`src/rtl/shader_alu_pkg.sv`:
```
// Shared definitions for the shader-core ALU issue path: op encoding,
// default latencies and the writeback scoreboard entry type.
package shader_alu_pkg;

   // in_op[OP_DIV] set selects the divide path; otherwise [1:0] is the FMA sub-op
   localparam int OP_DIV = 2;

   localparam logic [1:0] SUB_FMA = 2'd0;
   localparam logic [1:0] SUB_MUL = 2'd1;
   localparam logic [1:0] SUB_ADD = 2'd2;
   localparam logic [1:0] SUB_MAX = 2'd3;

   localparam int FMA_LAT_DEF = 15;
   localparam int DIV_LAT_DEF = 14;

   // Field widths of the scoreboard entry; match the top-level defaults
   localparam int TAG_W = 6;
   localparam int GRP_W = 2;

   typedef struct packed {
      logic             valid;
      logic [TAG_W-1:0] tag;
      logic             div;
      logic [GRP_W-1:0] grp;
      logic             last;
   } wb_slot_t;

endpackage

```
`src/rtl/alu_wb_slots.sv`:
```
// Aging writeback scoreboard: FMA_LAT-1 shift entries plus the output register.
// Ports: clk_i/rst_ni, book_i/book_div_i/book_slot_i (book port),
// fma_free_o/div_free_o (due-slot-free queries), due_o (entry on ALU output now).
module alu_wb_slots
   import shader_alu_pkg::*;
#(
   parameter int FMA_LAT_P = FMA_LAT_DEF,
   parameter int DIV_LAT_P = DIV_LAT_DEF
) (
   input  logic     clk_i,
   input  logic     rst_ni,
   input  logic     book_i,
   input  logic     book_div_i,
   input  wb_slot_t book_slot_i,
   output logic     fma_free_o,
   output logic     div_free_o,
   output wb_slot_t due_o
);

   // sr_q[k] reaches the output register k+1 edges from now, so an issue
   // with latency L is booked at index L-2.
   localparam int D      = FMA_LAT_P - 1;
   localparam int FMA_IX = FMA_LAT_P - 2;
   localparam int DIV_IX = DIV_LAT_P - 2;

   wb_slot_t sr_q [D];
   wb_slot_t sr_d [D];
   wb_slot_t due_q;

   // Nothing is ever booked further out than FMA_LAT, so the FMA slot is free
   assign fma_free_o = 1'b1;

   // The entry now at DIV_IX+1 is the one that would share the divide slot
   generate
      if (DIV_IX + 1 < D) begin : g_div_q
         assign div_free_o = !sr_q[DIV_IX+1].valid;
      end else begin : g_div_top
         assign div_free_o = 1'b1;
      end
   endgenerate

   always_comb begin
      for (int i = 0; i < D; i++) sr_d[i] = '0;
      for (int i = 0; i < D - 1; i++) sr_d[i] = sr_q[i+1];
      if (book_i) begin
         if (book_div_i) sr_d[DIV_IX] = book_slot_i;
         else            sr_d[FMA_IX] = book_slot_i;
      end
   end

   always_ff @(posedge clk_i or negedge rst_ni) begin
      if (!rst_ni) begin
         for (int i = 0; i < D; i++) sr_q[i] <= '0;
         due_q <= '0;
      end else begin
         for (int i = 0; i < D; i++) sr_q[i] <= sr_d[i];
         due_q <= sr_q[0];
      end
   end

   assign due_o = due_q;

endmodule

```
`src/rtl/alu_issue_ctrl.sv`:
```
// ALU issue controller: accepts 16-lane ops, splits divides into beats, books
// collision-free output slots and emits tagged writeback strobes.
// Ports: in_* request handshake, alu_* issue to ALU, wb_* writeback, perf_*.
// Build option ALU_ISSUE_PERF_EN enables perf_ops/perf_stalls (else tied 0).
module alu_issue_ctrl
   import shader_alu_pkg::*;
#(
   parameter int FMA_WIDTH = 16,
   parameter int DIV_WIDTH = 4,
   parameter int TAG_WIDTH = 6,
   parameter int FMA_LAT   = FMA_LAT_DEF,
   parameter int DIV_LAT   = DIV_LAT_DEF
) (
   input  logic                                      clk,
   input  logic                                      rst,
   input  logic                                      in_valid,
   output logic                                      in_ready,
   input  logic [2:0]                                in_op,
   input  logic [TAG_WIDTH-1:0]                      in_tag,
   output logic                                      alu_issue,
   output logic [2:0]                                alu_op,
   output logic [$clog2(FMA_WIDTH/DIV_WIDTH)-1:0]    alu_grp,
   output logic                                      wb_valid,
   output logic [TAG_WIDTH-1:0]                      wb_tag,
   output logic                                      wb_div,
   output logic [$clog2(FMA_WIDTH/DIV_WIDTH)-1:0]    wb_grp,
   output logic                                      wb_last,
   output logic [31:0]                               perf_ops,
   output logic [31:0]                               perf_stalls
);

   localparam int N  = FMA_WIDTH / DIV_WIDTH;
   localparam int GW = $clog2(N);
   localparam logic [GW-1:0] LAST_BEAT = GW'(N - 1);

   typedef enum logic {IDLE, DIV_SEQ} state_e;

   state_e           state_q, state_d;
   logic [GW-1:0]    beat_q, beat_d;
   logic [TAG_WIDTH-1:0] tag_q, tag_d;
   logic [2:0]       op_q, op_d;

   logic     fma_free, div_free;
   logic     accept, book, book_div;
   wb_slot_t slot, due;

   always_comb begin
      state_d  = state_q;
      beat_d   = beat_q;
      tag_d    = tag_q;
      op_d     = op_q;
      in_ready = 1'b0;
      accept   = 1'b0;
      book     = 1'b0;
      book_div = 1'b0;
      alu_op   = '0;
      alu_grp  = '0;
      slot     = '0;
      // Comb outputs are forced low while reset is held
      if (rst) begin
         unique case (state_q)
            IDLE: begin
               in_ready = in_op[OP_DIV] ? div_free : fma_free;
               accept   = in_valid && in_ready;
               if (accept) begin
                  book       = 1'b1;
                  book_div   = in_op[OP_DIV];
                  alu_op     = in_op;
                  slot.valid = 1'b1;
                  slot.tag   = in_tag;
                  slot.div   = in_op[OP_DIV];
                  slot.last  = !in_op[OP_DIV] || (N == 1);
                  if (in_op[OP_DIV] && N > 1) begin
                     state_d = DIV_SEQ;
                     beat_d  = GW'(1);
                     tag_d   = in_tag;
                     op_d    = in_op;
                  end
               end
            end
            DIV_SEQ: begin
               // A beat whose slot is taken simply waits a cycle
               if (div_free) begin
                  book       = 1'b1;
                  book_div   = 1'b1;
                  alu_op     = op_q;
                  alu_grp    = beat_q;
                  slot.valid = 1'b1;
                  slot.tag   = tag_q;
                  slot.div   = 1'b1;
                  slot.grp   = beat_q;
                  slot.last  = (beat_q == LAST_BEAT);
                  if (beat_q == LAST_BEAT) state_d = IDLE;
                  else                     beat_d  = beat_q + GW'(1);
               end
            end
            default: ;
         endcase
      end
   end

   assign alu_issue = book;

   always_ff @(posedge clk or negedge rst) begin
      if (!rst) begin
         state_q <= IDLE;
         beat_q  <= '0;
         tag_q   <= '0;
         op_q    <= '0;
      end else begin
         state_q <= state_d;
         beat_q  <= beat_d;
         tag_q   <= tag_d;
         op_q    <= op_d;
      end
   end

   alu_wb_slots #(
      .FMA_LAT_P (FMA_LAT),
      .DIV_LAT_P (DIV_LAT)
   ) u_slots (
      .clk_i       (clk),
      .rst_ni      (rst),
      .book_i      (book),
      .book_div_i  (book_div),
      .book_slot_i (slot),
      .fma_free_o  (fma_free),
      .div_free_o  (div_free),
      .due_o       (due)
   );

   assign wb_valid = due.valid;
   assign wb_tag   = due.tag;
   assign wb_div   = due.div;
   assign wb_grp   = due.grp;
   assign wb_last  = due.last;

`ifdef ALU_ISSUE_PERF_EN
   logic [31:0] ops_q, stalls_q;

   always_ff @(posedge clk or negedge rst) begin
      if (!rst) begin
         ops_q    <= '0;
         stalls_q <= '0;
      end else begin
         ops_q    <= ops_q + 32'(accept);
         stalls_q <= stalls_q + 32'(in_valid && !in_ready);
      end
   end

   assign perf_ops    = ops_q;
   assign perf_stalls = stalls_q;
`else
   assign perf_ops    = '0;
   assign perf_stalls = '0;
`endif

endmodule

```
`config.mk`:
```
export PLATFORM = sky130hd
export DESIGN_NAME = alu_issue_ctrl
export DESIGN_NICKNAME = d
export VERILOG_FILES = /design/src/rtl/shader_alu_pkg.sv /design/src/rtl/alu_wb_slots.sv /design/src/rtl/alu_issue_ctrl.sv
export SDC_FILE = /design/constraint.sdc
export NUM_CORES = 1
export LEC_CHECK = 0
export BUFFER_PORTS_ARGS = -buffer_cell sky130_fd_sc_hd__buf_2
export CORE_MARGIN = 8
export CORE_UTILIZATION = 52
export CTS_BUF_LIST = sky130_fd_sc_hd__clkbuf_4
export DETAILED_ROUTE_END_ITERATION = 10
export HOLD_SLACK_MARGIN = 0.05
export PLACE_DENSITY = 0.85
export SYNTH_ARGS = -nofsm -noshare
export SYNTH_HDL_FRONTEND = slang
export SYNTH_HIERARCHICAL = 1
export SYNTH_SLANG_ARGS = --single-unit
export TNS_END_PERCENT = 50
```
`constraint.sdc`:
```
create_clock -name clk -period 1.7 [get_ports clk]
set_input_delay 0.085 -clock clk [delete_from_list [all_inputs] [get_ports clk]]
set_output_delay 0.085 -clock clk [all_outputs]
set_load 0.01 [all_outputs]
```
Word level (Yosys, flattened, before mapping)

Index checks and enable logic that the tools add are counted.

Register bits: 177
Word-level logic and storage cells: 128
Input port bits: 12
Output and inout port bits: 82

Add/sub/neg operators: 1
Muxes and demuxes: 37
Reduce and logical (&&, ||, !) cells: 5
Equality and inequality tests: 5
Bitwise logic cells: 1

Operators by type and width:

| cell                                                           | count |
|---|---|
| 11-bit two-way mux                                             | 4 |
| 22-bit two-way mux                                             | 1 |
| 2-bit two-way mux                                              | 8 |
| 8-bit case mux with 2 select lines                             | 1 |
| 1-bit two-way mux                                              | 13 |
| 3-bit two-way mux                                              | 3 |
| 8-bit two-way mux                                              | 1 |
| 2-bit != test (second input constant)                          | 4 |
| 1-bit case mux with 2 select lines                             | 4 |
| 3-bit case mux with 2 select lines                             | 1 |
| 5-bit AND reduction                                            | 1 |
| 2-bit case mux with 2 select lines                             | 1 |
| 4-bit AND reduction                                            | 1 |
| 2-bit by 1-bit adder with 2-bit output (second input constant) | 1 |
| 2-bit equality test (second input constant)                    | 1 |
| 1-bit zero test                                                | 2 |
| 1-bit logical AND                                              | 1 |
| 1-bit inverter                                                 | 1 |

Depth between registers and ports, before layout

Gate-level depths: netlist (run 1).

Depth in word-level cells: 8
Mapped depth: 7
Gate-level depth less buffers: 6

Cells and area by module

Netlist (run 1), hierarchy kept.

Modules (own cells, without submodules):

| module         | area each (um^2) | instances | seq. area each (um^2) | cells each |
|---|---|---|---|---|
| alu_wb_slots   | 4,377.9          | 1         | 4,129.0               | 194 |
| alu_issue_ctrl | 1,262.5          | 1         | 300.3                 | 135 |

Worst setup path before layout (run 1)

Ideal clock, no wire load.

Path kind: register -> register
Start: reg state_q
End: reg u_slots/sr_d[22] (netlist name)
Period minus slack after synthesis: 1,922 ps
Arrival: 1,797 ps
Required time: 1,575 ps
Stages on the path, launching flop included: 8
Setup time: 125 ps
Setup slack: -222 ps
Cell sequence: dfrtp_1 -> clkbuf_2 -> and4bb_2 -> o31ai_4 -> inv_1 -> nand2_1 -> buf_6 -> mux2_2

RTL lines:

| item                   | line                  | RTL |
|---|---|---|
| from (decl)            | alu_issue_ctrl.sv:38  | `state_e state_q, state_d;` |
| from (signal assigned) | alu_issue_ctrl.sv:111 | `state_q <= state_d;` |

Worst setup path in the final report (run 1)

Start: reg state_q
End: out alu_op[1]

Word-level cells in the longest chain between the ends: 3

Ends and longest elaborated chain:

| item                                 | line                 | RTL |
|---|---|---|
| 1-bit inverter (no source line)      | n/a                  |  |
| 3-bit case mux with 2 select lines * | alu_issue_ctrl.sv:61 | `unique case (state_q)` |
| 3-bit two-way mux *                  | alu_issue_ctrl.sv:60 | `if (rst) begin` |
| to (decl)                            | alu_issue_ctrl.sv:21 | `output logic [2:0] alu_op,` |

Mark *: on every way between the ends. The rest lies on a longest branch, timed or not.

==> impl_metrics.tcl, run 1 <==
set metrics [dict create \
    status "finished, violations left" \
    violations "negative setup slack" \
    drt_iter0_markers 122 \
    critPathLaunchType "flop" \
    fin_ws_ps -170 \
    htree_levels 4 \
    finalPower_mw 8.67 \
    grt_overflow 0 \
    synth_top_area_share_pct 78.5 \
    drtAntennaViolNets 0 \
    grt_max_degree 173 \
    clk_latency_ps 540 \
    cts_tree "done" \
    path_depth 5 \
    hold_slack_ps 320 \
    gp_congestion 0.806 \
    synth_cells 329 \
    cp_data_required_time_ps 1620 \
    cp_slowest_cell "dfrtp_1" \
    grt_pass1_vias 2580 \
    place_hpwl_mm 4.64 \
    cp.buffers_inverters 2 \
    report.final.slew_viol_count 0 \
    grt_pass1_wl_mm 12.6 \
    timing.critical_path.cells "and4bb_2, o31ai_4, buf_6, nor2_2, buf_2" \
    synthMostInstantiatedCell "dfrtp_1" \
    min_path_type "primary input to flop" \
    dpl_worst_slack_ps 5.93 \
    max_clock_freq_mhz 535 \
    critical_path_class "flop to output port" \
    die_area_mm2 0.0144 \
    grt.total_usage_pct 11.3 \
    crit_fanout 4 \
    max-vdd-ir-drop_mv 0.808 \
    fin_nets 411 \
    wl_met3_um 632 \
    ioPinCount 94 \
    fin_setup_tns_ps -2640 \
    synth.distinct_cells 30 \
    synthArstFlopShare_pct 100 \
    fin_cells 550 \
    rows 38 \
    hold_depth 3 \
    max-slew-margin-rel_pct 44.5 \
    placed_cells 496 \
    drt_wl_total_mm 7.80 \
    drv_cap 0 \
    routedLengthMet1_mm 2.77 \
    p_leak_nw 3.45 \
    path_clk_slew_ps 160 \
    wl_met2_mm 4.20 \
    cts_buffers 17 \
    slowest_delay_ps 430 \
    skew_ps 28.0 \
    period_share_pct 110 \
    drt_first_pass_iters 4 \
    port_buffers 29 \
    vias_per_cell 4.40 \
    arrival_ps 1780 \
    dieHeight_um 120 \
    drcViolationCount 0 \
    ys_ff_latch 177 \
    start_util_pct 52.7 \
    synth_enable_flop_cells 0 \
    antennaDiodeCount 0 \
    synth_largest_area_cell "dfrtp_1" \
    ff2ff_path_depth 8 \
    root_buffer "clkbuf_4" \
    min_period_ps 1870 \
    antenna_found_initial 0 \
    cp-end-kind "output port" \
    worstMarginPinSlew_ps 832 \
    avgSynthCellArea_um2 17.1 \
    critical_path.top_delay_family "simple AND/OR/NAND/NOR gates" \
    setup_viol_count_final 31 \
    top_layer_used "met4" \
    synth.area.top_cells "dfrtp_1 79%, buf_4 8.9%, mux2_2 2.6%" \
    die_x_um 120 \
    r2r_slack_ps -130 \
    synth_ff_type "dfrtp_1" \
    synthesis.area_mm2 0.00564 \
    clk_path_buf_depth 2 \
    areaGrowthSynthToFinish_pct 12.4 \
    rsz0062_at_grt "true" \
    p_per_area_mw_per_mm2 1370 \
    cts.sinks 177 \
    wire_per_inst_um 14.2 \
    drive_gt1_share_pct 29.5 \
    synth_common_cells "177 x dfrtp_1, 67 x buf_4, 13 x mux2_2, 11 x and2_2, 10 x nor2_1" \
    core_area_mm2 0.0107 \
    yosysWarnings 6 \
    via_count 2418 \
    hold_viol 0 \
    yosysSeqAreaShare_pct 78.5 \
]
## flip-flops by register name, summed over array words and instances (netlist names)
register       count
u_slots/sr_d     132
u_slots/sr_q      22
u_slots/due_o     11
tag_q              6
op_q               3
beat_q             2
state_q            1
## report_power, final
part	total (mW)	switching [mW]	internal, mW
registers	5.06	0.234	4.83
logic	1.40	0.690	0.713
clock network	2.21	1.43	0.774
## routing by layer
metal	vias up	global-route usage, %
li1	1058	-
met1	1248	12.1
met2	92	18.5
met3	20	5.54
met4	0	5.00
met5	-	0
## cells in the final DEF, fill, tap and decap left out, drive strengths merged, types with 2 or more instances in the layout
cell           n
dfrtp        177
conb          65
buf           46
mux2          19
clkbuf        17
and2          13
dlygate4sd3   12
nor2          10
inv           10
mux2i          9
nand2          4
clkinvlp       3
a21oi          3
nor2b          3
clkinv         3
and4           2
ha             2
and2b          2
## path summary, 6_finish.rpt
check	start	endpoint
setup / recovery	state_q	alu_op[1]
max in group asynchronous	rst	u_slots/sr_d[95]
hold / removal	in_tag[4]	tag_q[4]
hold reg to reg	u_slots/sr_d[114]	u_slots/sr_d[125]
min in group asynchronous	rst	u_slots/due_o[0]
setup reg to reg	state_q	tag_q[0]
## layout make-up
cell class              instances  area [um^2]
clock buffers                  17          128
flip-flops and latches        177         4430
well taps                     140          175
clock inverters                15          149
repair buffers                 58          453
multi-input cells             141          997
inverters                       2         10.0
fillers                       794         4360
## cells by family after synthesis
group | synth area share, %
fa+ha+maj | 0.444
mux | 5.79
flops | 78.5
other cells | 0.133
buf+inv | 9.69
simple gates | 4.48
compound gates | 0.932
## stage by stage
stage                     util [%]  cell area [um^2]
after global routing          59.3              6340
after CTS                     58.2              6230
after floorplan                  -              5880
after detailed placement      53.6              5730
final                         59.3              6340
after global placement        53.6              5730
## worst min-delay path, cell delays in order
cell and delay (ps):
dlygate4sd3_1 530, buf_2 100, mux2_2 130
## timing repair
item	CTS	global route
hold endpoints to repair	202	0
pin swaps	0	5
gates resized for setup	9	30
buffers inserted	7	3
gates cloned	0	0
endpoints found under the setup margin	11	26
hold buffers	12	0
Note: power is estimated with default switching activity, not from simulation.
==> run 2, diff against run 1 <==
--- a/config.mk
+++ b/config.mk
@@ -7,11 +7,11 @@
 export LEC_CHECK = 0
 export BUFFER_PORTS_ARGS = -buffer_cell sky130_fd_sc_hd__buf_2
 export CORE_MARGIN = 8
-export CORE_UTILIZATION = 52
+export CORE_UTILIZATION = 57
 export CTS_BUF_LIST = sky130_fd_sc_hd__clkbuf_4
 export DETAILED_ROUTE_END_ITERATION = 10
 export HOLD_SLACK_MARGIN = 0.05
-export PLACE_DENSITY = 0.85
+export PLACE_DENSITY = 0.88
 export SYNTH_ARGS = -nofsm -noshare
 export SYNTH_HDL_FRONTEND = slang
 export SYNTH_HIERARCHICAL = 1
==> constraint.sdc (replaced) <==
create_clock -name clk -period 2.1 [get_ports clk]
set_input_delay 0.63 -clock clk [delete_from_list [all_inputs] [get_ports clk]]
set_output_delay 0.63 -clock clk [all_outputs]
set_load 0.01 [all_outputs]
==> run 2 against run 1 <==
Compared with the run above:
- clock-buffer cell count increased by 1
- cell area decreased by 3.6%
- setup slack got worse by 120 ps
- clock power decreased by 17%
- first-iteration DRC count decreased by 20%
- critical path type unchanged
- combinational power decreased by 35%
- global-route usage increased by 0.27 points
- highest routed layer unchanged
- power decreased by 21%
- non-clock buffer count decreased by 14
- critical endpoint unchanged
- worst hold slack improved by 6.4 ps
- register-to-register slack improved by 300 ps
- wire length decreased by 8.6%
- the flow still finishes with violations (negative setup slack)
==> impl_metrics.tcl, run 2 (same netlist as run 1, synthesis figures left out) <==
set metrics [dict create \
    status "finished, violations left" \
    violations "negative setup slack" \
    htree_levels 4 \
    via_count 2278 \
    root_buffer "clkbuf_4" \
    power_frac_seq_pct 59.8 \
    grt.total_usage_pct 11.5 \
    period_share_pct 114 \
    hold_viol 0 \
    areaGrowthSynthToFinish_pct 8.34 \
    min_period_ps 2390 \
    crit_fanout 4 \
    drcViolationCount 0 \
    pwr-share-comb_pct 13.4 \
    cp_data_required_time_ps 1470 \
    final_common_cell "dfrtp_1" \
    cp-end-kind "output port" \
    use_met3_pct 5.21 \
    setup_viol_count_final 7 \
    max_clock_freq_mhz 419 \
    path_clk_slew_ps 120 \
    drive_gt1_share_pct 28.8 \
    drt_wl_total_mm 7.13 \
    ff_latch_area_mm2 0.00443 \
    dieHeight_um 115 \
    ff2ff_path_depth 8 \
    drt_first_pass_iters 4 \
    drtAntennaViolNets 0 \
    ioPinCount 94 \
    critPathLaunchType "flop" \
    min_path_type "primary input to asynchronous set/reset pin" \
    start_util_pct 58.2 \
    grt_use_met1_pct 12.3 \
    r2r_slack_ps 170 \
    grt_pass1_wl_mm 11.5 \
    p_leak_nw 3.35 \
    fin_nets 397 \
    swShare_pct 25.6 \
    grt_max_degree 173 \
    n_fill_cell 710 \
    skew_ps 19.1 \
    layout_common_cells "177 x dfrtp_1, 65 x conb_1, 27 x buf_2, 18 x clkbuf_4, 13 x mux2_2" \
    gp_congestion 0.774 \
    clk_latency_ps 510 \
    rsz0062_at_grt "true" \
    p_int_mw 5.10 \
    place_area_mm2 0.00574 \
    clk_path_buf_depth 2 \
    postLayoutCoreUtil_pct 63.1 \
    largest_reg_flops 132 \
    die_area_mm2 0.0133 \
    finalPower_mw 6.85 \
    p_switching_mw 1.75 \
    arrival_ps 1760 \
    antenna_found_initial 0 \
    max-vdd-ir-drop_mv 0.771 \
    drt_iter0_markers 98 \
    fin_ws_ps -286 \
    report.final.slew_viol_count 0 \
    wire_per_inst_um 13.5 \
    met2_usage_pct 19.7 \
    port_buffers 29 \
    critical_path_class "flop to output port" \
    pwr-share-clk_pct 26.8 \
    hold_slack_ps 326 \
    cts.sinks 177 \
    final_area_mm2 0.00611 \
    max-slew-margin-rel_pct 44.3 \
    grt_overflow 0 \
    grt_pass1_vias 2384 \
    dpl_worst_slack_ps -56.5 \
    vias_per_cell 4.31 \
    core_area_mm2 0.00968 \
    multiInputGateArea_um2 912 \
    rows 36 \
    place_hpwl_mm 4.67 \
    antennaDiodeCount 0 \
    drv_cap 0 \
    cts_tree "done" \
    worstMarginPinSlew_ps 836 \
    r2r_end "u_slots/sr_d[25]" \
    cts_buffers 17 \
    die_x_um 115 \
    grt_busiest_layer "met2" \
    reg2reg_from "state_q" \
    p_per_area_mw_per_mm2 1120 \
]
[run 2: cell count changes in the layout (fill, tap and decap cells not counted), sizes merged, moves of 3 or more]
| cell | change |
|---|---|
| dlygate4sd3 | -11 |
| inv | -4 |
| buf | -3 |
| clkinv | +3 |
[run 2: worst max-delay path by stage]
stage,end,startpoint,cells after the start,slack [ps]
after floorplan,u_slots/sr_d[22],in_op[2],6,40
after global placement,alu_op[1],in_valid,6,-30
after detailed placement,alu_op[0],in_valid,6,-60
after CTS,in_ready,state_q,4,-310
after global routing,alu_op[1],state_q,5,-420
final,alu_op[1],state_q,5,-290
[run 2: per-stage QoR]
step	std cells	setup TNS, ps
6_report	529	-1350
5_1_grt	529	-2210
4_1_cts	528	-1890
3_5_place_dp	490	-113
3_3_place_gp	490	-57.6
2_1_floorplan	392	0
[run 2: per-layer routing]
layer  wire, um  up-vias  share of wire, %
met5          0        -                 0
met4         27        0              0.38
met3        477        2               6.7
met2       3860       60                54
met1       2760     1188                39
li1           -     1028                 -
[run 2: layout make-up]
| class | instances | area share, % |
|---|---|---|
| repair buffers | 44 | 5.00 |
| multi-input cells | 141 | 14.9 |
| well taps | 133 | 2.72 |
| flip-flops and latches | 177 | 72.5 |
| inverters | 2 | 0.123 |
| clock buffers | 18 | 2.21 |
| clock inverters | 14 | 2.54 |
[run 2: power groups by stage]
stage	registers (mW)	clock network [mW]	logic, mW
after global placement	4.12	0	0.808
after CTS	4.11	1.92	0.894
final	4.10	1.84	0.917
after detailed placement	4.17	0	0.839
after floorplan	4.10	0	0.670
after global routing	4.15	2.07	1.01
[run 2: critical path: stages (launching register included)]
cell      delay [ps]
dfrtp_1          440
and4bb_2         290
o31ai_4          210
buf_6            140
nor2_1            40
buf_2            140
[run 2: what timing repair did]
action                                 in CTS  in global routing
setup endpoints to repair                   7                  7
pin swaps                                   0                  1
endpoints found under the hold margin       5                  0
buffers inserted                            5                  1
gates resized for setup                     5                  5
hold buffers                                1                  0
==> run 3, diff against run 2 <==
==> constraint.sdc (replaced) <==
create_clock -name clk -period 2.6 [get_ports clk]
set_input_delay 0.78 -clock clk [delete_from_list [all_inputs] [get_ports clk]]
set_output_delay 0.78 -clock clk [all_outputs]
set_load 0.01 [all_outputs]
==> run 3 against run 2 <==
Compared with the run above:
- the run now ends clean
- sequential share of layout area is 0.39 points higher
- clock-buffer cell count unchanged
- wire length up 0.44%
- via count grew 1.0%
- critical path depth is 1 lower
- flip-flop and latch count unchanged
- combinational power decreased by 21%
- clock skew down 2.4 ps
- worst hold slack better by 21 ps
- critical endpoint is now alu_issue
- largest power group unchanged
- highest routed layer unchanged
==> impl_metrics.tcl, run 3 (same netlist as run 1, synthesis figures left out) <==
set metrics [dict create \
    status "finished clean" \
    drtAntennaViolNets 0 \
    port_buffers 29 \
    drt_wl_total_mm 7.16 \
    max_clock_freq_mhz 395 \
    pwr-share-comb_pct 13.4 \
    layout_common_cells "177 x dfrtp_1, 65 x conb_1, 28 x buf_2, 18 x clkbuf_4" \
    drt_iter0_markers 163 \
    power_frac_seq_pct 60.9 \
    place_hpwl_mm 4.58 \
    core_area_mm2 0.00968 \
    dieHeight_um 115 \
    cp-end-kind "output port" \
    hold_viol 0 \
    areaGrowthSynthToFinish_pct 7.76 \
    p_per_area_mw_per_mm2 893 \
    drt_first_pass_iters 4 \
    arrival_ps 1750 \
    drv_cap 0 \
    final_common_cell "dfrtp_1" \
    skew_ps 16.8 \
    drive_gt1_share_pct 28.2 \
    die_x_um 115 \
    p_int_mw 4.01 \
    grt.total_usage_pct 12.0 \
    p_switching_mw 1.41 \
    placed_cells 489 \
    cts_tree "done" \
    cts_buffers 17 \
    ioPinCount 94 \
    crit_fanout 4 \
    max-vdd-ir-drop_mv 0.511 \
    gp_congestion 0.694 \
    n_fill_cell 719 \
    swShare_pct 26.1 \
    grt_pass1_vias 2436 \
    clk_latency_ps 520 \
    critical_path_class "flop to output port" \
    ff2ff_path_depth 9 \
    clk_path_buf_depth 2 \
    hold_slack_ps 347 \
    min_period_ps 2530 \
    via_count 2301 \
    cts.sinks 177 \
    min_path_type "flop to flop" \
    root_buffer "clkbuf_4" \
    pwr-share-clk_pct 25.7 \
    die_area_mm2 0.0133 \
    report.final.slew_viol_count 0 \
    hold_depth 0 \
    path_clk_slew_ps 140 \
    grt_pass1_wl_mm 12.0 \
    critPathLaunchType "flop" \
    fin_nets 398 \
    rsz0062_at_grt "true" \
    max-slew-margin-rel_pct 44.5 \
    antennaDiodeCount 0 \
    grt_overflow 0 \
    postLayoutCoreUtil_pct 62.8 \
    rows 36 \
    setup_viol_count_final 0 \
    grt_max_degree 176 \
    p_leak_nw 3.35 \
    drcViolationCount 0 \
    vias_per_cell 4.34 \
    worstMarginPinSlew_ps 832 \
    fin_cells 530 \
    largest_reg_flops 132 \
    period_share_pct 97.4 \
    wire_per_inst_um 13.5 \
    htree_levels 4 \
    cp_data_required_time_ps 1820 \
    start_util_pct 58.2 \
    antenna_found_initial 0 \
]
==> run 3: changes by cell type in the layout (fill, tap and decap cells not counted), sizes merged <==
| cell | before | now |
|---|---|---|
| bufinv | 2 | 1 |
| buf | 43 | 44 |
| clkinv | 6 | 7 |
==> run 3: final cells by class <==
class	count	area, um^2	area share [%]
clock inverter	14	134	2.20
inverter	2	10.0	0.165
timing repair buffer	45	299	4.92
clock buffer	18	135	2.22
sequential	177	4430	72.9
tap	133	166	2.74
multi-input combinational	141	905	14.9
==> run 3: path summary, 6_finish.rpt <==
check	from	to	slack [ps]
min in group asynchronous	rst	u_slots/sr_d[133]	490
setup reg to reg	state_q	u_slots/sr_d[31]	440
hold reg to reg	u_slots/sr_d[151]	u_slots/sr_q[151]	350
setup / recovery	state_q	alu_issue	70
max in group asynchronous	rst	u_slots/sr_d[140]	1530
hold / removal	u_slots/sr_d[151]	u_slots/sr_q[151]	350
==> run 3: per-stage QoR <==
step	power (mW)	cell area, um^2	setup TNS [ps]	setup slack (ps)
finish	5.43	6080	0	68.0
CTS	5.48	6040	0	9.19
floorplan	3.85	5880	0	290
detailed placement	4.04	5730	0	32.7
global placement	3.97	5730	0	79.6
global route	5.75	6080	-162	-54.3
==> run 3: routing by layer <==
layer	global-route usage, %	share of wire (%)	vias up
met5	0	0	-
met4	6.57	1.5	0
met3	4.27	5.9	11
met2	18.7	52	58
met1	14.3	40	1201
li1	-	-	1031
==> run 3: critical path: stages, from the launching register on <==
cell and delay (ps):
dfrtp_1 420, and4bb_2 270, o31ai_4 300, inv_1 100, buf_2 150
==> run 3: timing repair <==
| item | CTS | global route |
|---|---|---|
| endpoints found under the setup margin | 3 | 5 |
| resized for setup | 1 | 3 |
| endpoints found under the hold margin | 3 | 0 |
| buffers inserted | 4 | 4 |
| hold buffers | 1 | 0 |
| pin swaps | 1 | 3 |
==> run 3: power groups by stage <==
stage                     clock network [mW]  logic, mW  registers (mW)
after global routing                    1.59      0.810            3.35
after detailed placement                   0      0.679            3.36
after floorplan                            0      0.541            3.31
after CTS                               1.46      0.705            3.31
final                                   1.39      0.729            3.30
after global placement                     0      0.649            3.33
